===== src/rtl/pcie_tcap_pkg.sv =====
// pcie_tcap_pkg
// Shared definitions for the tcap capture-frame encapsulation/decapsulation path.
//   pcie_tcaphdr         decoded 6-byte capture header (ver, dir, rsrv, 40-bit timestamp)
//   PCIE_TCAP_LEN        header length in bytes
//   PCIE_TCAP_BEAT_BYTES stream beat width in bytes
//   tcap_dec_state_t     decapsulator frame-parse state
//   tcap_parse()         wire-order header bytes -> pcie_tcaphdr
//   tcap_popcount()      number of valid bytes in a beat

package pcie_tcap_pkg;

    localparam int PCIE_TCAP_LEN        = 6;
    localparam int PCIE_TCAP_BEAT_BYTES = 8;

    // Field order matches the wire: byte0 holds ver/dir/rsrv, bytes 1..5 the
    // big-endian timestamp, so the packed struct is the header bytes read MSB-first.
    typedef struct packed {
        logic [2:0]  ver;
        logic [1:0]  dir;
        logic [2:0]  rsrv;
        logic [39:0] ts;
    } pcie_tcaphdr;

    typedef enum logic [1:0] {
        HDR,
        BODY,
        FLUSH,
        DROP
    } tcap_dec_state_t;

    // bytes_le carries header byte0 in [7:0]; swap to MSB-first and split fields.
    function automatic pcie_tcaphdr tcap_parse(bit [47:0] bytes_le);
        logic [47:0] bytes_be;
        for (int i = 0; i < PCIE_TCAP_LEN; i++) begin
            bytes_be[47 - 8*i -: 8] = bytes_le[8*i +: 8];
        end
        return pcie_tcaphdr'(bytes_be);
    endfunction

    function automatic logic [3:0] tcap_popcount(logic [7:0] keep);
        logic [3:0] cnt;
        cnt = 4'd0;
        for (int i = 0; i < PCIE_TCAP_BEAT_BYTES; i++) begin
            cnt = cnt + {3'd0, keep[i]};
        end
        return cnt;
    endfunction

endpackage


===== src/rtl/pcie_tcap_decap_realign.sv =====
// tcap_realign
// Holds the bytes of the previous beat that overhang the 6-byte header offset
// and builds the three possible output beats of the decapsulator.
//   clk, rst          clock, asynchronous active-high reset
//   in_data, in_keep  current input beat
//   res_load          capture input lanes 6..7 into the residual register
//   merge_data/keep   {input lanes 0..5, residual} (BODY beats)
//   head_data/keep    input lanes 6..7 moved to lanes 0..1 (7-8 byte frames)
//   flush_data/keep   residual alone in lanes 0..1 (FLUSH beat)

module tcap_realign
    import pcie_tcap_pkg::*;
(
    input  logic        clk,
    input  logic        rst,
    input  logic [63:0] in_data,
    input  logic [7:0]  in_keep,
    input  logic        res_load,
    output logic [63:0] merge_data,
    output logic [7:0]  merge_keep,
    output logic [63:0] head_data,
    output logic [7:0]  head_keep,
    output logic [63:0] flush_data,
    output logic [7:0]  flush_keep
);

    localparam int RES_BYTES = PCIE_TCAP_BEAT_BYTES - PCIE_TCAP_LEN;

    logic [RES_BYTES*8-1:0] res_data_reg;
    logic [RES_BYTES-1:0]   res_keep_reg;

    always_ff @(posedge clk or posedge rst) begin
        if (rst) begin
            res_data_reg <= '0;
            res_keep_reg <= '0;
        end else if (res_load) begin
            res_data_reg <= in_data[63 -: RES_BYTES*8];
            res_keep_reg <= in_keep[7 -: RES_BYTES];
        end
    end

    // Residual bytes come first on the wire, so they occupy the low lanes and
    // the current beat's first six bytes shift up behind them.
    for (genvar gi = 0; gi < PCIE_TCAP_BEAT_BYTES; gi++) begin : g_lane
        if (gi < RES_BYTES) begin : g_low
            assign merge_data[gi*8 +: 8] = res_data_reg[gi*8 +: 8];
            assign merge_keep[gi]        = res_keep_reg[gi];
            assign head_data[gi*8 +: 8]  = in_data[(gi+PCIE_TCAP_LEN)*8 +: 8];
            assign head_keep[gi]         = in_keep[gi+PCIE_TCAP_LEN];
            assign flush_data[gi*8 +: 8] = res_data_reg[gi*8 +: 8];
            assign flush_keep[gi]        = res_keep_reg[gi];
        end else begin : g_high
            assign merge_data[gi*8 +: 8] = in_data[(gi-RES_BYTES)*8 +: 8];
            assign merge_keep[gi]        = in_keep[gi-RES_BYTES];
            assign head_data[gi*8 +: 8]  = 8'd0;
            assign head_keep[gi]         = 1'b0;
            assign flush_data[gi*8 +: 8] = 8'd0;
            assign flush_keep[gi]        = 1'b0;
        end
    end

endmodule


===== src/rtl/pcie_tcap_decap.sv =====
// pcie_tcap_decap
// Strips the 6-byte tcap header from each incoming frame, checks its version,
// realigns the captured TLP to lane 0 and forwards it with the decoded header.
//   clk, rst                      clock, asynchronous active-high reset
//   s_tdata/tkeep/tlast/tvalid    tcap frame stream in, s_tready back-pressure
//   m_tdata/tkeep/tlast/tvalid    realigned TLP stream out, m_tready back-pressure
//   m_hdr                         decoded header, constant over a frame's beats
//   err_ver, err_runt             one-cycle drop-reason pulses
//   cnt_ok, cnt_drop              wrapping delivered / dropped frame counters

module pcie_tcap_decap
    import pcie_tcap_pkg::*;
#(
    parameter logic [2:0] EXP_VER = 3'b001
) (
    input  logic        clk,
    input  logic        rst,
    input  logic [63:0] s_tdata,
    input  logic [7:0]  s_tkeep,
    input  logic        s_tlast,
    input  logic        s_tvalid,
    output logic        s_tready,
    output logic [63:0] m_tdata,
    output logic [7:0]  m_tkeep,
    output logic        m_tlast,
    output logic        m_tvalid,
    input  logic        m_tready,
    output logic [47:0] m_hdr,
    output logic        err_ver,
    output logic        err_runt,
    output logic [31:0] cnt_ok,
    output logic [31:0] cnt_drop
);

    tcap_dec_state_t state_reg, state_next;

    pcie_tcaphdr in_hdr;
    logic [3:0]  in_bytes;
    logic        out_ready;

    logic [63:0] merge_data, head_data, flush_data;
    logic [7:0]  merge_keep, head_keep, flush_keep;

    logic        out_load;
    logic [63:0] out_data;
    logic [7:0]  out_keep;
    logic        out_last;
    logic        hdr_load;
    logic        res_load;
    logic        ver_bad;
    logic        runt;
    logic        drop_inc;

    assign in_hdr    = tcap_parse(s_tdata[PCIE_TCAP_LEN*8-1:0]);
    assign in_bytes  = tcap_popcount(s_tkeep);
    // The single output register can take a new beat when empty or draining.
    assign out_ready = !m_tvalid || m_tready;

    tcap_realign u_realign (
        .clk        (clk),
        .rst        (rst),
        .in_data    (s_tdata),
        .in_keep    (s_tkeep),
        .res_load   (res_load),
        .merge_data (merge_data),
        .merge_keep (merge_keep),
        .head_data  (head_data),
        .head_keep  (head_keep),
        .flush_data (flush_data),
        .flush_keep (flush_keep)
    );

    always_ff @(posedge clk or posedge rst) begin
        if (rst) begin
            state_reg <= HDR;
        end else begin
            state_reg <= state_next;
        end
    end

    always_comb begin
        state_next = state_reg;
        s_tready   = 1'b0;
        out_load   = 1'b0;
        out_data   = merge_data;
        out_keep   = merge_keep;
        out_last   = 1'b0;
        hdr_load   = 1'b0;
        res_load   = 1'b0;
        ver_bad    = 1'b0;
        runt       = 1'b0;
        drop_inc   = 1'b0;
        unique case (state_reg)
            HDR: begin
                s_tready = out_ready;
                if (s_tvalid && out_ready) begin
                    if (s_tlast && (in_bytes <= 4'(PCIE_TCAP_LEN))) begin
                        // Header alone or truncated: nothing to forward.
                        runt     = 1'b1;
                        drop_inc = 1'b1;
                    end else if (in_hdr.ver != EXP_VER) begin
                        ver_bad = 1'b1;
                        if (s_tlast) begin
                            drop_inc = 1'b1;
                        end else begin
                            state_next = DROP;
                        end
                    end else begin
                        hdr_load = 1'b1;
                        res_load = 1'b1;
                        if (s_tlast) begin
                            // 7-8 byte frame: the 1-2 TLP bytes go out directly.
                            out_load = 1'b1;
                            out_data = head_data;
                            out_keep = head_keep;
                            out_last = 1'b1;
                        end else begin
                            state_next = BODY;
                        end
                    end
                end
            end
            BODY: begin
                s_tready = out_ready;
                if (s_tvalid && out_ready) begin
                    out_load = 1'b1;
                    res_load = 1'b1;
                    if (s_tlast) begin
                        if (in_bytes <= 4'(PCIE_TCAP_LEN)) begin
                            out_last   = 1'b1;
                            state_next = HDR;
                        end else begin
                            // Bytes 6..7 of the last beat still need their own beat.
                            state_next = FLUSH;
                        end
                    end
                end
            end
            FLUSH: begin
                if (out_ready) begin
                    out_load   = 1'b1;
                    out_data   = flush_data;
                    out_keep   = flush_keep;
                    out_last   = 1'b1;
                    state_next = HDR;
                end
            end
            DROP: begin
                s_tready = 1'b1;
                if (s_tvalid && s_tlast) begin
                    drop_inc   = 1'b1;
                    state_next = HDR;
                end
            end
            default: begin
                state_next = HDR;
            end
        endcase
    end

    always_ff @(posedge clk or posedge rst) begin
        if (rst) begin
            m_tvalid <= 1'b0;
            m_tdata  <= '0;
            m_tkeep  <= '0;
            m_tlast  <= 1'b0;
            m_hdr    <= '0;
            err_ver  <= 1'b0;
            err_runt <= 1'b0;
            cnt_ok   <= '0;
            cnt_drop <= '0;
        end else begin
            err_ver  <= ver_bad;
            err_runt <= runt;
            if (out_load) begin
                m_tvalid <= 1'b1;
                m_tdata  <= out_data;
                m_tkeep  <= out_keep;
                m_tlast  <= out_last;
            end else if (m_tready) begin
                m_tvalid <= 1'b0;
            end
            if (hdr_load) begin
                m_hdr <= in_hdr;
            end
            if (m_tvalid && m_tready && m_tlast) begin
                cnt_ok <= cnt_ok + 32'd1;
            end
            if (drop_inc) begin
                cnt_drop <= cnt_drop + 32'd1;
            end
        end
    end

endmodule


===== config.mk =====
export PLATFORM = sky130hd
export DESIGN_NAME = pcie_tcap_decap
export DESIGN_NICKNAME = d
export VERILOG_FILES = /design/src/rtl/pcie_tcap_pkg.sv /design/src/rtl/pcie_tcap_decap_realign.sv /design/src/rtl/pcie_tcap_decap.sv
export SDC_FILE = /design/constraint.sdc
export NUM_CORES = 1
export LEC_CHECK = 0
export ABC_AREA = 1
export CAP_MARGIN = 0
export CORE_MARGIN = 3
export CORE_UTILIZATION = 45
export CTS_BUF_LIST = sky130_fd_sc_hd__clkbuf_2 sky130_fd_sc_hd__clkbuf_4 sky130_fd_sc_hd__clkbuf_8
export DETAILED_ROUTE_END_ITERATION = 12
export PLACE_DENSITY = 0.87
export SLEW_MARGIN = 0
export SYNTH_ARGS = -nofsm -noshare
export SYNTH_HDL_FRONTEND = slang
export SYNTH_SLANG_ARGS = --single-unit
export TNS_END_PERCENT = 30

===== constraint.sdc =====
create_clock -name clk -period 7.8 [get_ports clk]
set_input_delay 1.95 -clock clk [delete_from_list [all_inputs] [get_ports clk]]
set_output_delay 1.95 -clock clk [all_outputs]
set_load 0.005 [all_outputs]

# After elaboration in Yosys (flattened, before gate mapping)
# Index checks and enable logic that the tools add are counted.
[word_totals] regBits=208 inputBits=77 elab_cells=98
[classes] addsub=9 order_cmp=1 eq_ne=11 mux=54 n_reduce_logical=11
[op_table] operator="64-bit 2-to-1 mux" count=5
[op_table] operator="64-bit one-hot mux with 2 select lines" count=1
[op_table] operator="32-bit by 1-bit adder with 32-bit output, second input constant" count=2
[op_table] operator="8-bit 2-to-1 mux" count=5
[op_table] operator="1-bit 2-to-1 mux" count=26
[op_table] operator="2-bit 2-to-1 mux" count=10
[op_table] operator="4-bit by 1-bit adder with 4-bit output" count=4
[op_table] operator="8-bit one-hot mux with 2 select lines" count=1
[op_table] operator="2-bit inequality test, second input constant" count=7
[op_table] operator="2-bit one-hot mux with 4 select lines" count=1
[op_table] operator="7-bit AND reduction" count=1
[op_table] operator="1-bit one-hot mux with 2 select lines" count=3
[op_table] operator="1-bit one-hot mux with 3 select lines" count=2
[op_table] operator="1-bit logical AND" count=5
[op_table] operator="3-bit by 1-bit adder with 4-bit output" count=1
[op_table] operator="2-bit equality test, second input constant" count=2
[op_table] operator="4-bit by 3-bit less-or-equal comparator with 1-bit output, second input constant" count=1
[op_table] operator="2-bit by 1-bit adder with 3-bit output" count=1
[op_table] operator="3-bit by 1-bit inequality test with 1-bit output, second input constant" count=1
[op_table] operator="1-bit by 1-bit adder with 2-bit output" count=1
[op_table] operator="2-bit by 1-bit equality test with 1-bit output, second input constant" count=1
[op_table] operator="2-bit logical NOT" count=1
[op_table] operator="2-bit nonzero test" count=1
[op_table] operator="2-bit OR reduction" count=1
[op_table] operator="2 further kinds" count=2

# Longest topological paths before layout
# Gate-level depths: netlist of run 1.
[logic_depth] depth_word=13 depth_mapped=20 ltp_nobuf=18

# By module
# From an unflattened synthesis of run 1, not the netlist that was laid out.
[unflattened] cells_unflattened=2133 area_unflattened_um2=14631.5
[by_module_without_submodules] module="pcie_tcap_decap" instances=1 cells_each=1857 area_each_um2=12426.9
[by_module_without_submodules] module="tcap_realign" instances=1 cells_each=276 area_each_um2=2204.6

# Worst setup path before layout of run 1
# No wires, ideal clock.
[synth_timing] path_type="input-to-reg" startpoint="input s_tkeep[0]" endpoint="register m_tlast" setup_time_ns=0.123 arrival_ns=5.094 setup_slack_ns=2.583 path_stages=19 path_buffers=3 path_cell_list="inv_1 fa_1 fa_1 fa_1 inv_1 ha_1 inv_1 fa_1 nor2_1 nand3_1 nand2_2 nand3_2 nand2_1 nand2_1 buf_6 buf_6 buf_6 nand2_1 nand2_1"
[synth_via] elab_chain_cells=12 word_cells_on_any_way=16 classes_between="7 x add/sub; 1 x order compare; 7 x mux; 1 x reduce/logical"
[synth_lines] item="start: declaration" line_no="pcie_tcap_decap.sv:19" text="input logic [7:0] s_tkeep,"
[synth_lines] item="1-bit by 1-bit adder with 2-bit output (*)" line_no="pcie_tcap_pkg.sv:44" text="cnt = cnt + {3'd0, keep[i]};"
[synth_lines] item="2-bit by 1-bit adder with 3-bit output (*)" line_no="pcie_tcap_pkg.sv:44"
[synth_lines] item="3-bit by 1-bit adder with 4-bit output (*)" line_no="pcie_tcap_pkg.sv:44"
[synth_lines] item="4-bit by 1-bit adder with 4-bit output (*) (4 in a row)" line_no="pcie_tcap_pkg.sv:44"
[synth_lines] item="4-bit by 3-bit less-or-equal comparator with 1-bit output (*)" line_no="pcie_tcap_decap.sv:97, pcie_tcap_decap.sv:129"
[synth_lines] item="1-bit 2-to-1 mux or 1-bit logical AND (tied branches)" line_no="pcie_tcap_decap.sv:129, pcie_tcap_decap.sv:97"
[synth_lines] item="1-bit 2-to-1 mux, on equally long branches" line_no="pcie_tcap_decap.sv:128, pcie_tcap_decap.sv:97"
[synth_lines] item="1-bit 2-to-1 mux, on equally long branches" line_no="pcie_tcap_decap.sv:125, pcie_tcap_decap.sv:96"
[synth_lines] item="1-bit one-hot mux with 3 select lines" line_no="pcie_tcap_decap.sv:93" text="unique case (state_reg)"
[synth_lines] item="end signal: assignment" line_no="pcie_tcap_decap.sv:179" text="m_tlast <= out_last;"
[synth_lines] item="end: declaration" line_no="pcie_tcap_decap.sv:25" text="output logic m_tlast,"
# Mark *: on every way between the ends. The rest lies on a longest branch, timed or not.
# A chain may end at the register's enable or synchronous reset.

# Worst setup path in the final report of run 1
[layout_timing] startpoint="input s_tkeep[0]" endpoint="register m_tdata[54]"
[layout_via] elab_chain_cells=12 word_cells_on_any_way=15 classes_between="7 x add/sub; 1 x order compare; 6 x mux; 1 x reduce/logical"
[layout_lines] item="1-bit by 1-bit adder with 2-bit output (*)" line_no="pcie_tcap_pkg.sv:44"
[layout_lines] item="2-bit by 1-bit adder with 3-bit output (*)" line_no="pcie_tcap_pkg.sv:44"
[layout_lines] item="3-bit by 1-bit adder with 4-bit output (*)" line_no="pcie_tcap_pkg.sv:44"
[layout_lines] item="4-bit by 1-bit adder with 4-bit output (*) (4 in a row)" line_no="pcie_tcap_pkg.sv:44"
[layout_lines] item="4-bit by 3-bit less-or-equal comparator with 1-bit output (*)" line_no="pcie_tcap_decap.sv:97" text="if (s_tlast && (in_bytes <= 4'(PCIE_TCAP_LEN))) begin"
[layout_lines] item="1-bit logical AND (*)" line_no="pcie_tcap_decap.sv:97"
[layout_lines] item="1-bit 2-to-1 mux or 64-bit 2-to-1 mux (tied branches)" line_no="pcie_tcap_decap.sv:97"
[layout_lines] item="1-bit 2-to-1 mux or 64-bit 2-to-1 mux (tied branches)" line_no="pcie_tcap_decap.sv:96" text="if (s_tvalid && out_ready) begin"
[layout_lines] item="1-bit one-hot mux with 3 select lines or 64-bit one-hot mux with 2 select lines (tied branches)" line_no="pcie_tcap_decap.sv:93"
[layout_lines] item="end signal: assignment" line_no="pcie_tcap_decap.sv:177" text="m_tdata <= out_data;"
[layout_lines] item="end: declaration" line_no="pcie_tcap_decap.sv:23" text="output logic [63:0] m_tdata,"
# Marks and branches as above.

==> flow_summary.yaml, run 1 <==
status:
  status: "complete, no violations"
cts:
  clk_pin_slew_ns: 0.06
  cts.sinks: 208
  tritoncts: "built"
  ctsResizeCount: 0
  cts-buffers-inserted: 38
  htreeDepth: 2
  postCtsHoldBufs: 0
  clk_path_buf_depth: 3
  clk_latency_ns: 0.52
  cts_root_buf: "clkbuf_8"
  postCtsSetupBuffers: 0
cells_and_area:
  largest_register: "m_tdata"
  final_cell_count_no_fill: 1890
  final_nets: 1673
  drive_gt1_share_pct: 5.72
  final_cell_mix: "586 x nand2_1, 265 x clkdlybuf4s50_1, 208 x dfrtp_1"
  largest_reg_flops: 64
  final_common_cell: "nand2_1"
  top_regs: "m_tdata: 64 flops, m_hdr: 48 flops"
  syn2layout_area_growth_pct: 35.6
power_and_ir_drop:
  power.total_uw: 4390
  peakVddDrop_v: 0.000240
  cellPowerDensity_mw_per_mm2: 318
  leakagePower_uw: 0.00668
routing:
  final_antenna_net_count: 0
  num_vias: 9505
  wire_per_inst_um: 15.2
  drc: 0
  via_per_inst: 5.03
  drt-pass1-iter-count: 5
  drt-initial-drc-count: 601
  wl_um: 28800
yosys:
  synth_top_cell_by_area: "dfrtp_1"
  synth_fp_nets: 1410
  ys_warn_count: 0
  netlist_instances: 1320
  yosysUniqueCellTypes: 33
  synth_top_area_share_pct: 51.2
  avgSynthCellArea_um2: 7.70
  ys_ff_latch: 208
  synth_top_cells_by_area: "dfrtp_1 51%, nand2_1 22%, o21ai_0 5.1%"
  syn_area_mm2: 0.0102
  ys_seq_area_share_pct: 51.2
global_route:
  grt_pass1_vias: 9296
  grt_pass1_wl_um: 46600
  grt_max_degree: 112
  antenna_found_initial: 3
  grt_overflow: 0
  grt_usage_pct: 23.4
setup_path:
  cp_cell_sequence: "clkdlybuf4s50_1, inv_1, fa_1, fa_1, fa_1, inv_1, ha_1, inv_1, fa_1, nor2_1, nand3_1, nand2_2, nand3_2, nand2_1, nand2_4, buf_4, nand2_1, o21ai_0"
  crit_family: "adder cells"
  max_stage_delay_ns: 0.56
  crit_buf_inv: 5
  cp_max_fo: 101
  crit_top_cell: "fa_1"
  cp_slowest_cell: "fa_1"
  r2r_slack_ns: 4.89
  critPathRequiredTime_ns: 8.16
  crit_arrival_ns: 6.42
  cp-end-kind: "flop"
  crit_type: "input pin to flop"
  cp-start-kind: "input pin"
floorplan:
  die_h_um: 156
  placementRows: 54
  ios: 266
  coreArea_mm2: 0.0220
  dieArea_mm2: 0.0244
  initial_utilization_pct: 46.2
  dieWidth_um: 156
timing:
  rsz0062_at_grt: "no"
  setup_viol: 0
  worst_pin_slew_ns: 1.07
  setup_tns_ns: 0
  fin_worst_skew_ns: 0.0150
  post-route-period-util_pct: 77.7
  slew_headroom_pct: 28.5
  finalHoldViolations: 0
  clock.fmax_mhz: 165
  drv_slew: 0
  finalCriticalPeriod_ns: 6.06
place:
  portBuffers: 265
  hpwl_um: 20300
  dp.cells: 1823
  gp_congestion: 0.958
job:
  cap_violations: 0
worst_hold_path:
  hold_path_class: "flop to flop"
==> metrics by stage <==
step           worst slack [ns]  area, um2  utilization [%]  hold WS, ns
2_1_floorplan             0.169      10200                -        0.458
3_3_place_gp               1.29      13000             58.9        0.451
3_5_place_dp               1.21      13000             58.9        0.458
4_1_cts                    1.78      13800             62.6        0.472
5_1_grt                    1.47      13800             62.6        0.484
6_report                   1.74      13800             62.6        0.472
==> cell type report <==
cell class                 count  area (um2)
fill                        1850        8230
sequential                   208        5200
multi-input combinational    956        4320
timing repair buffer         270        2690
clock buffer                  60         744
inverter                     109         419
tap                          280         350
clock inverter                 6        63.8
antenna                        1        2.50
==> per-layer routing <==
metal | wire length, um | global-route usage (%) | vias up
met3 | 2410 | 6.94 | 64
met5 | 29 | 0 | -
met2 | 13600 | 38.6 | 379
met1 | 11800 | 29.3 | 4434
met4 | 923 | 8.80 | 4
li1 | - | - | 4624
==> final timing paths <==
kind	from	endpoint	cells after the start
max in group asynchronous	rst	m_hdr[36]$_DFFE_PP0P_	3
min in group asynchronous	rst	cnt_ok[24]$_DFFE_PP0P_	2
max reg2reg	m_tvalid$_DFFE_PP0P_	m_tdata[46]$_DFFE_PP0P_	10
max	s_tkeep[0]	m_tdata[54]$_DFFE_PP0P_	18
min reg2reg	m_hdr[46]$_DFFE_PP0P_	m_hdr[46]$_DFFE_PP0P_	2
min	m_hdr[46]$_DFFE_PP0P_	m_hdr[46]$_DFFE_PP0P_	2
==> worst min-delay path: stages (launching register included) <==
cell and delay, ns:
dfrtp_1 0.34, nand2_1 0.05, inv_1 0.04
==> where the power goes <==
part / leakage, uW / switching (uW) / internal (uW) / total [uW]
Clock: 0.000425 / 458 / 639 / 1100
Sequential: 0.00273 / 219 / 1430 / 1650
Combinational: 0.00352 / 852 / 794 / 1650
Total: 0.00668 / 1530 / 2860 / 4390
==> synth_stat cells (all sizes together) <==
cell	n
nand3b	15
xnor2	17
inv	108
buf	31
a31oi	1
fa	4
o22ai	1
dfrtp	208
nor3	14
o21ai	113
clkbuf	16
and2	1
nand3	65
nor2	96
ha	9
clkinv	1
nand4	6
xor2	20
nand2	593
nor3b	1
==> kinds of logic after synthesis <==
| kind of cell | count (synthesis) | share of synthesized area [%] |
|---|---|---|
| xor+xnor | 37 | 3.19 |
| flops | 208 | 51.2 |
| simple gates | 791 | 31.6 |
| buf+inv | 156 | 6.45 |
| fa+ha+maj | 13 | 1.89 |
| compound gates | 115 | 5.68 |
Power figures use the tool's default switching activity.
==> run 2, diff against run 1 <==
- clock period: 7.8 -> 5.4 ns (I/O delays scaled with it)
==> run 2 against run 1 <==
Effect of this change:
- critical path depth did not move
- global-route usage rose by 0.49 points
- combinational power rose by 50%
- sequential power rose by 44%
- largest cell class unchanged
- wire length rose by 0.87%
- setup slack got worse by 1.3 ns
- non-clock buffer count rose by 11
- worst hold slack improved by 0.0059 ns
- utilization rose by 0.61 points
- sequential cell count did not move
- critical path type unchanged
- die area did not move
==> flow_summary.yaml, run 2 (synthesized netlist as in run 1, its figures left out) <==
cells_and_area:
  final_cell_mix: "586 x nand2_1, 265 x clkdlybuf4s50_1, 208 x dfrtp_1"
  multi_input_area_mm2: 0.00432
  syn2layout_area_growth_pct: 37.0
  top_regs: "m_tdata: 64 flops, m_hdr: 48 flops"
  finish.instance_area_mm2: 0.0139
  register_area_mm2: 0.00520
  largest_register: "m_tdata"
  drive_gt1_share_pct: 6.13
  fin_util_pct: 63.2
  final_cell_count_no_fill: 1896
  diodes: 0
  largest_reg_flops: 64
  final_nets: 1685
  nFillCells: 1870
  final_common_cell: "nand2_1"
job:
  cap_violations: 0
global_route:
  grt_usage_pct: 23.9
  grtUsageMet2_pct: 39.4
  use_met1_pct: 30.2
  grt_pass1_vias: 9439
  grt_max_degree: 157
  busiest_layer: "met2"
  antenna_found_initial: 0
  grt_pass1_wl_um: 47800
  grt_overflow: 0
  grtUsageMet3_pct: 7.27
power_and_ir_drop:
  cellPowerDensity_mw_per_mm2: 461
  peakVddDrop_v: 0.000315
  leakagePower_uw: 0.00675
setup_path:
  cp_slowest_cell: "clkdlybuf4s50_1"
  crit_type: "input pin to flop"
  crit_arrival_ns: 5.33
  cp_max_fo: 18
  crit_family: "adder cells"
  reg2reg_to: "m_tdata[62]$_DFFE_PP0P_"
  reg2reg_from: "m_tvalid$_DFFE_PP0P_"
  cp-end-kind: "flop"
  ff2ff_path_depth: 10
  critPathRequiredTime_ns: 5.80
  cp-start-kind: "input pin"
  max_stage_delay_ns: 0.52
  r2r_slack_ns: 3.12
  cp_cell_sequence: "clkdlybuf4s50_1, inv_1, fa_1, fa_1, fa_1, inv_1, ha_1, inv_1, fa_1, nor2_1, nand3_1, nand2_2, nand3_2, clkinv_1, nand2_1, nand2_1, nand2_1, nand2_1"
  crit_buf_inv: 5
floorplan:
  initial_utilization_pct: 46.2
  die_h_um: 156
  dieArea_mm2: 0.0244
  dieWidth_um: 156
  ios: 266
  coreArea_mm2: 0.0220
  placementRows: 54
cts:
  clk_pin_slew_ns: 0.05
  clk_latency_ns: 0.53
  cts-buffers-inserted: 39
  clk_path_buf_depth: 3
  postCtsSetupBuffers: 0
  htreeDepth: 2
  postCtsHoldBufs: 0
  cts.sinks: 208
  cts_root_buf: "clkbuf_8"
  tritoncts: "built"
  ctsResizeCount: 0
timing:
  rsz0062_at_grt: "no"
  clock.fmax_mhz: 203
  slew_headroom_pct: 38.7
  worst_pin_slew_ns: 0.919
  finalCriticalPeriod_ns: 4.92
  finalHoldViolations: 0
  setup_ws_ns: 0.476
  post-route-period-util_pct: 91.2
  setup_viol: 0
  setup_tns_ns: 0
  fin_worst_skew_ns: 0.0238
  drv_slew: 0
place:
  gp_congestion: 1.00
  hpwl_um: 20900
  pre_cts_ws_ns: -0.0852
  placed_area_mm2: 0.0131
  portBuffers: 265
  dp.cells: 1834
routing:
  wl_um: 29100
  final_antenna_net_count: 0
  drc: 0
  via_per_inst: 5.05
  drt-initial-drc-count: 609
  drt-pass1-iter-count: 5
  num_vias: 9581
  wire_per_inst_um: 15.3
worst_hold_path:
  hold_path_class: "flop to flop"
  min_delay_path_depth: 2
  worstHoldStart: "m_hdr[45]$_DFFE_PP0P_"
  hold_end: "m_hdr[45]$_DFFE_PP0P_"
status:
  status: "complete, no violations"
## run 2: area by class of cell
cell class                 instances  area share (%)
clock buffer                      54            4.93
clock inverter                     8           0.746
inverter                         109            2.98
multi-input combinational        956            31.0
sequential                       208            37.4
tap                              280            2.52
timing repair buffer             281            20.4
## run 2: worst max path at each step
stage               startpoint                      end  cells past startpoint
floorplan           s_tkeep[0]      m_tlast$_DFFE_PP0P_                     19
global placement    s_tkeep[0]   m_tdata[5]$_DFFE_PP0P_                     18
detailed placement  s_tkeep[0]   m_tdata[7]$_DFFE_PP0P_                     18
CTS                 s_tkeep[0]  m_tdata[12]$_DFFE_PP0P_                     18
global route        s_tkeep[0]   m_tdata[4]$_DFFE_PP0P_                     18
finish              s_tkeep[3]  m_tdata[14]$_DFFE_PP0P_                     18
## run 2: metal layers
| layer | wire [um] | part of all wire (%) | vias to the layer above |
|---|---|---|---|
| li1 | - | - | 4647 |
| met1 | 11500 | 40 | 4468 |
| met2 | 13900 | 48 | 402 |
| met3 | 2740 | 9.4 | 64 |
| met4 | 951 | 3.3 | 0 |
| met5 | 0 | 0 | - |
## run 2: tightest hold or removal path, stage by stage, from the launching register on
cell     delay, ns
dfrtp_1       0.35
inv_1         0.04
nand2_1       0.05
## run 2: power breakdown
| part | switching, uW | internal (uW) |
|---|---|---|
| clock | 652 | 917 |
| sequential | 317 | 2060 |
| combinational | 1260 | 1210 |
## run 2: metrics by stage
step | hold WS [ns] | power (uW)
finish | 0.478 | 6420
global route | 0.499 | 6880
CTS | 0.477 | 6500
detailed placement | 0.458 | 4880
global placement | 0.455 | 4790
floorplan | 0.458 | 3510
